--- src/rtl/gate_op_arbiter.sv ---
// -----------------------------------------------------------------------------
// gate_op_arbiter
//
// Shares one WIDTH-bit bitwise logic unit (AND / OR / NOT) between NREQ
// requesters. One operation is in flight at a time. A requester is picked
// round-robin in IDLE, its operation is evaluated in a one-cycle EXEC stage,
// and the tagged result is then held on a valid/ready response port (RESP)
// until the consumer takes it.
//
// Ports:
//   clk        system clock, all state on rising edge
//   rst_n      asynchronous active-low reset, aborts any in-flight operation
//   req_valid  [NREQ]        requester i has an operation pending
//   req_ready  [NREQ]        requester i accepted this cycle (one-hot or zero)
//   req_op     [2*NREQ]      requester i op in [2i+1:2i]:
//                            00 AND, 01 OR, 10 NOT(a), 11 reserved
//   req_a      [WIDTH*NREQ]  requester i operand a in slice i
//   req_b      [WIDTH*NREQ]  requester i operand b in slice i (unused for NOT)
//   rsp_valid  result available
//   rsp_ready  consumer accepts result
//   rsp_id     [IDW]         index of the requester owning the result
//   rsp_data   [WIDTH]       result
//   rsp_err    op was reserved
//   busy       high in EXEC and RESP
// -----------------------------------------------------------------------------
module gate_op_arbiter #(
   parameter int NREQ  = 4,
   parameter int WIDTH = 8,
   localparam int IDW  = (NREQ > 1) ? $clog2(NREQ) : 1
) (
   input  logic                   clk,
   input  logic                   rst_n,
   input  logic [NREQ-1:0]        req_valid,
   output logic [NREQ-1:0]        req_ready,
   input  logic [2*NREQ-1:0]      req_op,
   input  logic [WIDTH*NREQ-1:0]  req_a,
   input  logic [WIDTH*NREQ-1:0]  req_b,
   output logic                   rsp_valid,
   input  logic                   rsp_ready,
   output logic [IDW-1:0]         rsp_id,
   output logic [WIDTH-1:0]       rsp_data,
   output logic                   rsp_err,
   output logic                   busy
);

   localparam int unsigned NREQ_U = NREQ;

   typedef enum logic [1:0] {
      IDLE = 2'd0,
      EXEC = 2'd1,
      RESP = 2'd2
   } state_t;

   typedef enum logic [1:0] {
      OP_AND  = 2'b00,
      OP_OR   = 2'b01,
      OP_NOT  = 2'b10,
      OP_RSVD = 2'b11
   } op_t;

   state_t            state;
   logic [IDW-1:0]    last_grant;

   // Operation captured at the request handshake.
   op_t               lat_op;
   logic [WIDTH-1:0]  lat_a;
   logic [WIDTH-1:0]  lat_b;

   // Arbitration result for the current cycle.
   logic              sel_found;
   logic [IDW-1:0]    sel_idx;
   logic [NREQ-1:0]   grant_vec;
   logic [1:0]        sel_op;
   logic [WIDTH-1:0]  sel_a;
   logic [WIDTH-1:0]  sel_b;

   // -------------------------------------------------------------------------
   // Round-robin pick: scan from last_grant+1 upward, wrapping at NREQ. The
   // first hit wins, and only the winner's slice is routed to the operand
   // mux, so unselected requesters cannot leak X into the datapath.
   // -------------------------------------------------------------------------
   always_comb begin
      int unsigned cand;
      sel_found = 1'b0;
      sel_idx   = '0;
      grant_vec = '0;
      sel_op    = '0;
      sel_a     = '0;
      sel_b     = '0;
      cand      = 0;
      for (int unsigned k = 1; k <= NREQ_U; k++) begin
         cand = 32'(last_grant) + k;
         if (cand >= NREQ_U) begin
            cand = cand - NREQ_U;
         end
         if (!sel_found && req_valid[IDW'(cand)]) begin
            sel_found             = 1'b1;
            sel_idx               = IDW'(cand);
            grant_vec[IDW'(cand)] = 1'b1;
            sel_op                = req_op[2*cand +: 2];
            sel_a                 = req_a[WIDTH*cand +: WIDTH];
            sel_b                 = req_b[WIDTH*cand +: WIDTH];
         end
      end
   end

   // Requests are only accepted while idle; the grant is visible the same
   // cycle the pick is made.
   always_comb begin
      req_ready = '0;
      if (state == IDLE) begin
         req_ready = grant_vec;
      end
   end

   // -------------------------------------------------------------------------
   // Control FSM with registered response outputs. last_grant doubles as the
   // latched owner index of the in-flight operation.
   // -------------------------------------------------------------------------
   always_ff @(posedge clk or negedge rst_n) begin
      if (!rst_n) begin
         state      <= IDLE;
         last_grant <= IDW'(NREQ - 1);
         lat_op     <= OP_AND;
         lat_a      <= '0;
         lat_b      <= '0;
         rsp_valid  <= 1'b0;
         rsp_id     <= '0;
         rsp_data   <= '0;
         rsp_err    <= 1'b0;
         busy       <= 1'b0;
      end else begin
         case (state)
            IDLE: begin
               if (sel_found) begin
                  lat_op     <= op_t'(sel_op);
                  lat_a      <= sel_a;
                  lat_b      <= sel_b;
                  last_grant <= sel_idx;
                  busy       <= 1'b1;
                  state      <= EXEC;
               end
            end

            EXEC: begin
               case (lat_op)
                  OP_AND:  rsp_data <= lat_a & lat_b;
                  OP_OR:   rsp_data <= lat_a | lat_b;
                  OP_NOT:  rsp_data <= ~lat_a;
                  default: rsp_data <= '0;
               endcase
               rsp_err   <= (lat_op == OP_RSVD);
               rsp_id    <= last_grant;
               rsp_valid <= 1'b1;
               state     <= RESP;
            end

            RESP: begin
               if (rsp_ready) begin
                  rsp_valid <= 1'b0;
                  busy      <= 1'b0;
                  state     <= IDLE;
               end
            end

            default: begin
               rsp_valid <= 1'b0;
               busy      <= 1'b0;
               state     <= IDLE;
            end
         endcase
      end
   end

`ifndef SYNTHESIS
   // At most one requester is ever told it was accepted.
   a_ready_onehot: assert property (@(posedge clk) disable iff (!rst_n)
      $onehot0(req_ready));

   // A held response must not change under backpressure.
   a_rsp_stable: assert property (@(posedge clk) disable iff (!rst_n)
      (rsp_valid && !rsp_ready) |=>
         (rsp_valid && $stable(rsp_data) && $stable(rsp_id) && $stable(rsp_err)));

   // No acceptance while a result is outstanding.
   a_no_grant_busy: assert property (@(posedge clk) disable iff (!rst_n)
      busy |-> (req_ready == '0));
`endif

endmodule
--- config.mk ---
export PLATFORM = sky130hd
export DESIGN_NAME = gate_op_arbiter
export DESIGN_NICKNAME = d
export VERILOG_FILES = /design/src/rtl/gate_op_arbiter.sv
export SDC_FILE = /design/constraint.sdc
export NUM_CORES = 1
export LEC_CHECK = 0
export BUFFER_PORTS_ARGS = -buffer_cell sky130_fd_sc_hd__buf_4
export CAP_MARGIN = 5
export CORE_ASPECT_RATIO = 2
export CORE_MARGIN = 2
export CORE_UTILIZATION = 45
export CTS_CLUSTER_DIAMETER = 80
export DETAILED_ROUTE_END_ITERATION = 6
export PLACE_DENSITY_LB_ADDON = 0.08
export RECOVER_POWER = 100
export SYNTH_ARGS = -nofsm -noshare
export SYNTH_HDL_FRONTEND = slang
export SYNTH_SLANG_ARGS = --single-unit
--- constraint.sdc ---
create_clock -name clk -period 4.7 [get_ports clk]
set_input_delay 0.705 -clock clk [delete_from_list [all_inputs] [get_ports clk]]
set_output_delay 0.705 -clock clk [all_outputs]
set_load 0.01 [all_outputs]
==> results of run 1 <==
[layer usage]
layer  up-vias  track usage (%)  routed length, um
met5         -                0                  0
met4         0             11.5                430
met3        31             2.34                536
met2       141             47.8               6590
met1      1875             27.7               4300
li1       1824                -                  -
[cell type report]
type / count / area (um^2) / share of cell area (%)
Inverter: 3 / 11.3 / 0.233
Clock inverter: 3 / 67.6 / 1.40
Clock buffer: 5 / 125 / 2.59
Sequential cell: 35 / 882 / 18.3
Timing Repair Buffer: 102 / 696 / 14.4
Tap cell: 100 / 125 / 2.59
Multi-Input combinational cell: 357 / 2930 / 60.5
[flip-flops by register name (all words and copies together), names as in the netlist]
name / count
busy: 1
lat_op: 2
lat_a: 8
rsp_id: 2
rsp_err: 1
last_grant: 2
rsp_valid: 1
rsp_data: 8
state: 2
lat_b: 8
[power groups by stage]
stage | Clock [uW] | Combinational, uW | Sequential (uW)
floorplan | 0 | 2230 | 574
global placement | 0 | 2790 | 664
detailed placement | 0 | 2820 | 672
CTS | 438 | 2840 | 667
global route | 451 | 3040 | 690
finish | 430 | 2770 | 663
[cell families after synthesis]
| kind of cell | Yosys count |
|---|---|
| compound gates | 155 |
| flops | 35 |
| buf+inv | 44 |
| fa+ha+maj | 8 |
| simple gates | 111 |
| xor+xnor | 1 |
| mux | 82 |
[path summary, 6_finish.rpt]
kind | to | startpoint | cells after the start | slack (ps)
hold reg to reg | rsp_err | rsp_err | 2 | 470
max in group asynchronous | rsp_data[6] | rst_n | 1 | 2650
min in group asynchronous | lat_b[2] | rst_n | 1 | 940
hold / removal | rsp_err | rsp_err | 2 | 470
setup / recovery | req_ready[2] | last_grant[0] | 9 | 470
setup reg to reg | lat_a[0] | last_grant[0] | 9 | 850
[worst max-delay path: stages (launching register included)]
cell,delay [ps]
dfstp_4,870
inv_1,200
ha_1,320
buf_4,260
mux4_2,520
nor4b_1,350
clkbuf_2,320
nand2_1,90
a21oi_1,130
clkbuf_1,170
[synthesized netlist by cell type (2+ instances only)]
cell type	count	area (um^2)
a31oi_1	8	50.1
clkbuf_1	25	93.8
o32a_1	10	100
a221oi_1	3	26.3
dfstp_2	2	52.6
nor2_1	38	143
nand2_1	44	165
or2_2	3	18.8
buf_1	5	18.8
a2bb2oi_1	11	96.3
buf_2	10	50.1
ha_1	8	100
dfrtp_1	33	826
and3_1	10	62.6
a22o_1	9	78.8
nand3_1	8	40.0
o211ai_1	16	120
o21ai_0	43	215
mux2i_1	21	210
a21oi_1	50	250
nand2b_1	3	18.8
mux4_2	40	901
mux2_2	21	236
[metrics by stage]
step	power [uW]	cell area (um^2)
after floorplan	2800	4000
after global placement	3450	4720
after detailed placement	3500	4720
after CTS	3940	4910
after global routing	4190	4830
final	3860	4830
==> summary.md, run 1 <==
| Metric | Value |
|---|---|
| Remaining DRCs | 0 |
| Final cell count without fillers | 605 |
| Diode count | 0 |
| Clock Sinks | 35 |
| Total grt overflow | 0 |
| Port bufs | 95 |
| H-tree depth | 2 |
| Final Cycle Share | 90.0% |
| Pre-antenna DRT Iters | 5 |
| Post-Syn Area | 4000 um^2 |
| Hold Fails Final Rpt | 0 |
| CTS buffer count | 5 |
| Synth warnings | 0 |
| Final setup violation count | 0 |
| Largest family of logic cells by synthesized area | multiplexers |
| Setup Buffers After CTS | 0 |
| Vias in the first global route | 3914 |
| Clk_lat worst skew | 280 ps |
| Slew headroom | -27.2% |
| XOR/XNOR Fraction of Synth Area | 0.219% |
| Final ANT Viol Nets | 0 |
| Setup WS post-layout | 472 ps |
| Net Switching | 1830 uW |
| Netlist cell types | 38 |
| Starting Density | 46.2% |
| DRT Wirelength | 11900 um |
| Die height | 137 um |
| Fraction of layout cells with a size suffix above 1 | 31.7% |
| Outcome | complete, but fails checks |
| Power per Cell Area | 799 nW/um^2 |
| Reg clk slew, reported paths | 60 ps |
| Setup CP Type | reg -> out |
| Tot GR Track Use | 25.1% |
| F_max | 237 MHz |
| Simple-Gate Fraction of Synth Area | 12.2% |
| GP Congestion | 0.840 |
| Fin Setup TNS | 0 ps |
| Most frequent cells in the layout | buf_4, a21oi_1, nand2_1, o21ai_0, mux4_2 |
| Crit path DAT | 3520 ps |
| TritonCTS clock tree | built |
| Layout area overhead | 21.0% |
| Data required time of the worst path | 3990 ps |
| Hold Buf Count CTS | 0 |
| Comb power frac | 71.7% |
| Synth Area in Compound Gates | 24.7% |
| Core Rows | 48 |
| Post-CTS sizing | 0 |
| Critical path launch point type | flop |
| DIE AREA | 9690 um^2 |
| Via-to-Cell Ratio | 6.40 |
| VDD IR max | 0.727 mV |
| Hold slack | 474 ps |
| Worst Hold Class | reg -> reg |
| Pint | 2030 uW |
| Placed Instances | 597 |
| Slew @ Worst Pin | 1910 ps |
| Failing checks | capacitance limit, slew limit |
| Crit path max fanout | 31 |
| Net switching fraction of the power | 47.4% |
| Hpwl dp | 8810 um |
| Starting DRT DRC Count | 180 |
| Final net count | 591 |
| Clock Tree Buf Depth | 2 |
| Commonest register cell after synthesis | dfrtp_1 |
| Leakage | 0.00200 uW |
| First-pass GRT wire length | 19200 um |
| Pre-CTS setup slack | 876 ps |
| Register area share after synthesis | 22.0% |
| Synth async-reset ratio | 100% |
| Die Wd | 70.6 um |
| Most common cell after layout, fill and taps aside | buf_4 |
| Clk pwr share | 11.1% |
| Max-slew violations | 36 |
| Syn nets | 523 |
| Post-synthesis adder-cell area fraction | 2.51% |
| Largest net degree at the start of global routing | 58 |
| Synth Instances | 436 |
| WL per Instance | 19.6 um |
| Syn avg cell area | 9.16 um^2 |
| Clk root buf | clkbuf_16 |
| RSZ-0062 raised after global routing | no |
| I/O pin count | 96 |
| Number of enable flip-flop cells after synthesis | 0 |
| Final Util | 55.9% |
| Core footprint | 8650 um^2 |
| Clock skew | 3.84 ps |
| Fraction of synthesized area in multiplexers | 33.7% |
| Crit. End Element | output port |
| Fill cells | 849 |
| Via count | 3871 |
| Register share of total power | 17.2% |
| Initial antenna violation count | 0 |
| Max cap viols | 1 |
| Crit path time final | 4230 ps |
| Register bit total from synthesis | 35 |
No activity file was read; power rests on OpenSTA's default activity.
==> run 2: changes to the inputs <==
Settings changed: PLACE_DENSITY set to 0.75, PLACE_DENSITY_LB_ADDON 0.08 to unset.
==> run 2 against run 1 <==
Net effect:
- the run still ends with capacitance limit, slew limit left
- non-clock buffer count shrank 1
- worst hold slack improved by 1.3 ps
- sequential share of layout area up 0.21 points
- wire length down 5.3%
- clock skew is 1.0 ps lower
- die area stayed put
- clock-buffer cell count grew 1
- fmax decreased by 3.3%
- via count hardly changed
- highest routed layer unchanged
==> summary.md, run 2 (synthesis results as in run 1) <==
| Metric | Value |
|---|---|
| Clk pwr share | 8.0% |
| Post-CTS sizing | 0 |
| Total grt overflow | 0 |
| Via count | 3869 |
| Power per Cell Area | 780 nW/um^2 |
| Hold Fails Final Rpt | 0 |
| CTS buffer count | 5 |
| Critical path launch point type | flop |
| Net switching fraction of the power | 48.2% |
| Final setup violation count | 0 |
| H-tree depth | 2 |
| Final ANT Viol Nets | 0 |
| Most frequent cells in the layout | buf_4, a21oi_1, nand2_1, o21ai_0, mux4_2 |
| Clock Tree Buf Depth | 2 |
| DIE AREA | 9690 um^2 |
| RSZ-0062 raised after global routing | no |
| Initial antenna violation count | 0 |
| Via-to-Cell Ratio | 6.43 |
| Clock skew | 2.83 ps |
| Final net count | 590 |
| Starting Density | 46.2% |
| Setup CP Type | reg -> out |
| Setup WS post-layout | 327 ps |
| Core Rows | 48 |
| Starting DRT DRC Count | 225 |
| DRT Wirelength | 11200 um |
| Flop-to-flop setup slack | 710 ps |
| Die height | 137 um |
| Largest net degree at the start of global routing | 69 |
| Max-slew violations | 36 |
| VDD IR max | 0.419 mV |
| Worst hold path stage count | 1 |
| Core footprint | 8650 um^2 |
| WHS Endpoint | rsp_valid |
| Diode count | 0 |
| Worst r2r dst | lat_b[4] |
| Most common cell after layout, fill and taps aside | buf_4 |
| Slew headroom | -21.2% |
| Outcome | complete, but fails checks |
| Biggest regs | lat_a (8), lat_b (8), rsp_data (8) |
| First-pass GRT wire length | 17900 um |
| Clock Sinks | 35 |
| TritonCTS clock tree | built |
| Die Wd | 70.6 um |
| Clk_lat worst skew | 280 ps |
| Hpwl dp | 8550 um |
| Pint | 1930 uW |
| Fill cells | 833 |
| Clk root buf | clkbuf_16 |
| Crit. End Element | output port |
| Comb power frac | 74.9% |
| Crit path DAT | 3670 ps |
| WL per Instance | 18.7 um |
| Slew @ Worst Pin | 1820 ps |
| Placed Instances | 596 |
| Worst r2r path cells | 7 |
| Register share of total power | 17.1% |
| Pre-antenna DRT Iters | 7 |
| Pre-CTS setup slack | 740 ps |
| Vias in the first global route | 3964 |
| Port bufs | 95 |
| I/O pin count | 96 |
| Worst Hold Class | reg -> reg |
| Setup Buffers After CTS | 0 |
| Reg clk slew, reported paths | 50 ps |
| F_max | 229 MHz |
| Hold Buf Count CTS | 0 |
| Leakage | 0.00199 uW |
| Crit path time final | 4370 ps |
| Crit path max fanout | 20 |
| Max cap viols | 1 |
| HP Start | rsp_valid |
| Net Switching | 1800 uW |
| GP Congestion | 0.854 |
| Layout area overhead | 19.6% |
| Final Cycle Share | 93.0% |
| Fin Setup TNS | 0 ps |
| Worst r2r src | last_grant[0] |
| Remaining DRCs | 0 |
| Final cell count without fillers | 602 |
| Tot GR Track Use | 23.1% |
| Fraction of layout cells with a size suffix above 1 | 31.9% |
| Data required time of the worst path | 3990 ps |
| Failing checks | capacitance limit, slew limit |
## run 2: how the worst max path moves through the flow
stage | start | endpoint | slack, ps | cells after the start
after detailed placement | last_grant[0] | req_ready[2] | 740 | 8
final | last_grant[0] | req_ready[2] | 330 | 8
after CTS | last_grant[0] | req_ready[2] | 450 | 8
after global routing | last_grant[0] | req_ready[2] | 150 | 8
after floorplan | last_grant[1] | req_ready[2] | 1020 | 10
after global placement | last_grant[0] | req_ready[2] | 890 | 8
## run 2: layout make-up
cell class	count	area, um^2	area share (%)
multi-input cells	357	2930	61.4
flip-flops and latches	35	882	18.5
repair buffers	101	699	14.6
clock buffers	6	129	2.70
well taps	100	125	2.62
inverters	3	11.3	0.236
## run 2: power groups by stage
stage          logic, uW  clock network, uW  registers [uW]
4_1_cts             2830                300             639
3_5_place_dp        2810                  0             644
5_1_grt             3050                313             664
3_3_place_gp        2740                  0             636
6_report            2790                300             637
2_1_floorplan       2230                  0             574
## run 2: metal layers
metal,GRT usage (%),share of wire [%],up-vias,wire [um]
li1,-,-,1824,-
met1,24.1,36,1855,4000
met2,43.2,55,154,6230
met3,1.61,3.8,36,428
met4,15.5,5.1,0,572
met5,0,0,-,0
## run 2: worst max-delay path, cell delays in order (launching register included)
cell      delay, ps
dfstp_4         790
inv_1           190
ha_1            790
mux4_2          590
nor4b_2         330
clkbuf_2        320
nand2_1          90
a21oi_1         120
clkbuf_1        170
## run 2: through the flow
step                util [%]  power [uW]  instance area [um^2]  hold slack, ps
global route            55.3        4030                  4780             517
detailed placement      54.5        3460                  4710             475
global placement        54.5        3380                  4710             471
finish                  55.3        3730                  4780             476
floorplan                  -        2800                  4000             409
CTS                     56.0        3770                  4840             388
==> run 3: changes to the inputs <==
Settings changed: ABC_AREA set to 1, CORE_UTILIZATION 45 to 41, PLACE_DENSITY 0.75 to 0.69.
==> run 3 against run 2 <==
Net effect:
- the run still ends with capacitance limit, slew limit left
- synthesized area grew 12%
- power grew 5.1%
- core utilization shrank 6.1 points
- first-iteration DRC count grew 56%
- wire length grew 12%
- combinational power grew 9.0%
- cell area grew 8.6%
- critical endpoint is now req_ready[1]
==> summary.md, run 3 <==
| Metric | Value |
|---|---|
| Cell type with the largest total area after synthesis | nand2_1 |
| Via count | 5161 |
| Synth async-reset ratio | 100% |
| Critical path launch point type | flop |
| Starting DRT DRC Count | 352 |
| Setup CP Type | reg -> out |
| GP Congestion | 0.835 |
| Fill cells | 1199 |
| Hold Fails Final Rpt | 0 |
| Synth cell count leaders | nand2_1, nand3_1, inv_1, o21ai_0, dfrtp_1 |
| Final net count | 962 |
| First-pass GRT wire length | 21200 um |
| TritonCTS clock tree | built |
| Synth Instances | 820 |
| Synth top area share | 26.9% |
| Clock Sinks | 35 |
| F_max | 238 MHz |
| Commonest register cell after synthesis | dfrtp_1 |
| VDD IR max | 0.390 mV |
| Slew headroom | -25.7% |
| Syn nets | 907 |
| Crit. End Element | output port |
| Number of enable flip-flop cells after synthesis | 0 |
| Diode count | 0 |
| Outcome | complete, but fails checks |
| Largest net degree at the start of global routing | 118 |
| Top post-synthesis cells by area | nand2_1, dfrtp_1, nand3_1, o21ai_0, inv_1 |
| Crit path DAT | 3500 ps |
| Final Cycle Share | 89.5% |
| Synth warnings | 0 |
| Via-to-Cell Ratio | 5.09 |
| Pre-antenna DRT Iters | 5 |
| Initial antenna violation count | 0 |
| CP max stage delay | 520 ps |
| WL per Instance | 12.5 um |
| Most common cell after layout, fill and taps aside | nand2_1 |
| Slew @ Worst Pin | 1890 ps |
| Crit path max-delay cell type | dfstp_2 |
| Failing checks | capacitance limit, slew limit |
| Die height | 151 um |
| DIE AREA | 11800 um^2 |
| Register area share after synthesis | 19.7% |
| Hpwl dp | 9280 um |
| Starting Density | 42.3% |
| Worst-path cell chain | inv_1 > buf_4 > ha_1 > buf_4 > inv_1 > buf_4 > nand2_1 > nand2_4 > nor2_8 > nand4_1 > nand3_1 > nand2_1 > inv_1 > clkbuf_1 |
| Clock skew | 3.81 ps |
| Core Rows | 53 |
| Layout area overhead | 16.4% |
| Power per Cell Area | 755 nW/um^2 |
| Register bit total from synthesis | 35 |
| Die Wd | 77.7 um |
| Clk root buf | clkbuf_16 |
| Biggest regs | lat_a (8), lat_b (8), rsp_data (8) |
| Post-Syn Area | 4460 um^2 |
| Crit path max fanout | 45 |
| Netlist cell types | 29 |
| Total grt overflow | 0 |
| CTS buffer count | 5 |
| Remaining DRCs | 0 |
| Final ANT Viol Nets | 0 |
| Max-slew violations | 36 |
| I/O pin count | 96 |
| Final setup violation count | 0 |
| H-tree depth | 2 |
| Tot GR Track Use | 21.7% |
| Setup Buffers After CTS | 0 |
| Most frequent cell after synthesis | nand2_1 |
| Fraction of layout cells with a size suffix above 1 | 12.1% |
| Clk_lat worst skew | 290 ps |
| Worst Hold Class | reg -> reg |
| Reg clk slew, reported paths | 50 ps |
| Vias in the first global route | 4842 |
| Fin Setup TNS | 0 ps |
| Hold Buf Count CTS | 0 |
| Most frequent cells in the layout | nand2_1, nand3_1, inv_1, o21ai_0, buf_4 |
| Max cap viols | 1 |
| Post-CTS sizing | 0 |
| Final Util | 49.2% |
| Crit path time final | 4210 ps |
| Data required time of the worst path | 3990 ps |
| Leakage | 0.00285 uW |
| Port bufs | 95 |
| RSZ-0062 raised after global routing | no |
| Clock Tree Buf Depth | 2 |
| Syn avg cell area | 5.44 um^2 |
| Core footprint | 10500 um^2 |
| DRT Wirelength | 12600 um |
## run 3: cell types whose count changed in the layout (fill, tap and decap cells not counted), moves of 19 or more
cell / previous run / this run
nand2_1: 44 / 320
nand3_1: 8 / 118
inv_1: 2 / 92
o21ai_0: 43 / 88
mux4_2: 40 / 0
a21oi_1: 50 / 13
mux2_2: 21 / 0
mux2i_1: 21 / 0
nand4_1: 0 / 19
## run 3: cells by family after synthesis
kind of cell / share of synthesized area, %
and+or+nand+nor: 47.7
adders and majority gates: 2.25
AOI/OAI and AO/OA: 16.3
DFF: 19.7
buffers and inverters: 14.1
## run 3: critical path: cells and delay by family, from the launching register on
kind / cells / cell delay [ps]
simple gates: 6 / 1190
buf+inv: 7 / 1160
flops: 1 / 520
fa+ha+maj: 1 / 320
## run 3: power breakdown
part	switching, uW	total (uW)	internal [uW]
Combinational	2080	3040	961
Clock	127	322	195
Sequential	99.1	554	455
Total	2310	3920	1610
## run 3: cell type report
class	count	area [um^2]	share of cell area (%)
multi-input cells	637	2940	56.7
flip-flops and latches	35	882	17.0
repair buffers	102	698	13.5
inverters	94	353	6.80
well taps	137	171	3.30
clock buffers	6	129	2.48
clock inverters	2	12.5	0.241
## run 3: path summary, 6_finish.rpt
kind	startpoint	to	slack, ps	depth (start not counted)
max	last_grant[1]	req_ready[1]	490	14
max in group asynchronous	rst_n	rsp_data[2]	2680	1
min	rsp_err	rsp_err	470	2
max reg2reg	last_grant[1]	lat_b[2]	510	14
min reg2reg	rsp_err	rsp_err	470	2
min in group asynchronous	rst_n	rsp_id[1]	930	1
## run 3: metrics by stage
| stage | total power (uW) | hold WS (ps) | area [um^2] | instances | setup slack, ps |
|---|---|---|---|---|---|
| global placement | 3620 | 464 | 5120 | 1005 | 879 |
| floorplan | 3010 | 409 | 4460 | 820 | 1600 |
| finish | 3920 | 475 | 5190 | 1013 | 492 |
| global route | 4400 | 494 | 5190 | 1013 | 119 |
| detailed placement | 3640 | 467 | 5120 | 1005 | 819 |
| CTS | 3970 | 386 | 5260 | 1013 | 520 |
## run 3: layer usage
layer / wire [um] / global-route usage (%) / vias to the layer above
li1: - / - / 2736
met1: 5230 / 24.2 / 2283
met2: 6660 / 42.1 / 119
met3: 463 / 1.54 / 23
met4: 277 / 8.30 / 0
met5: 0 / 0 / -
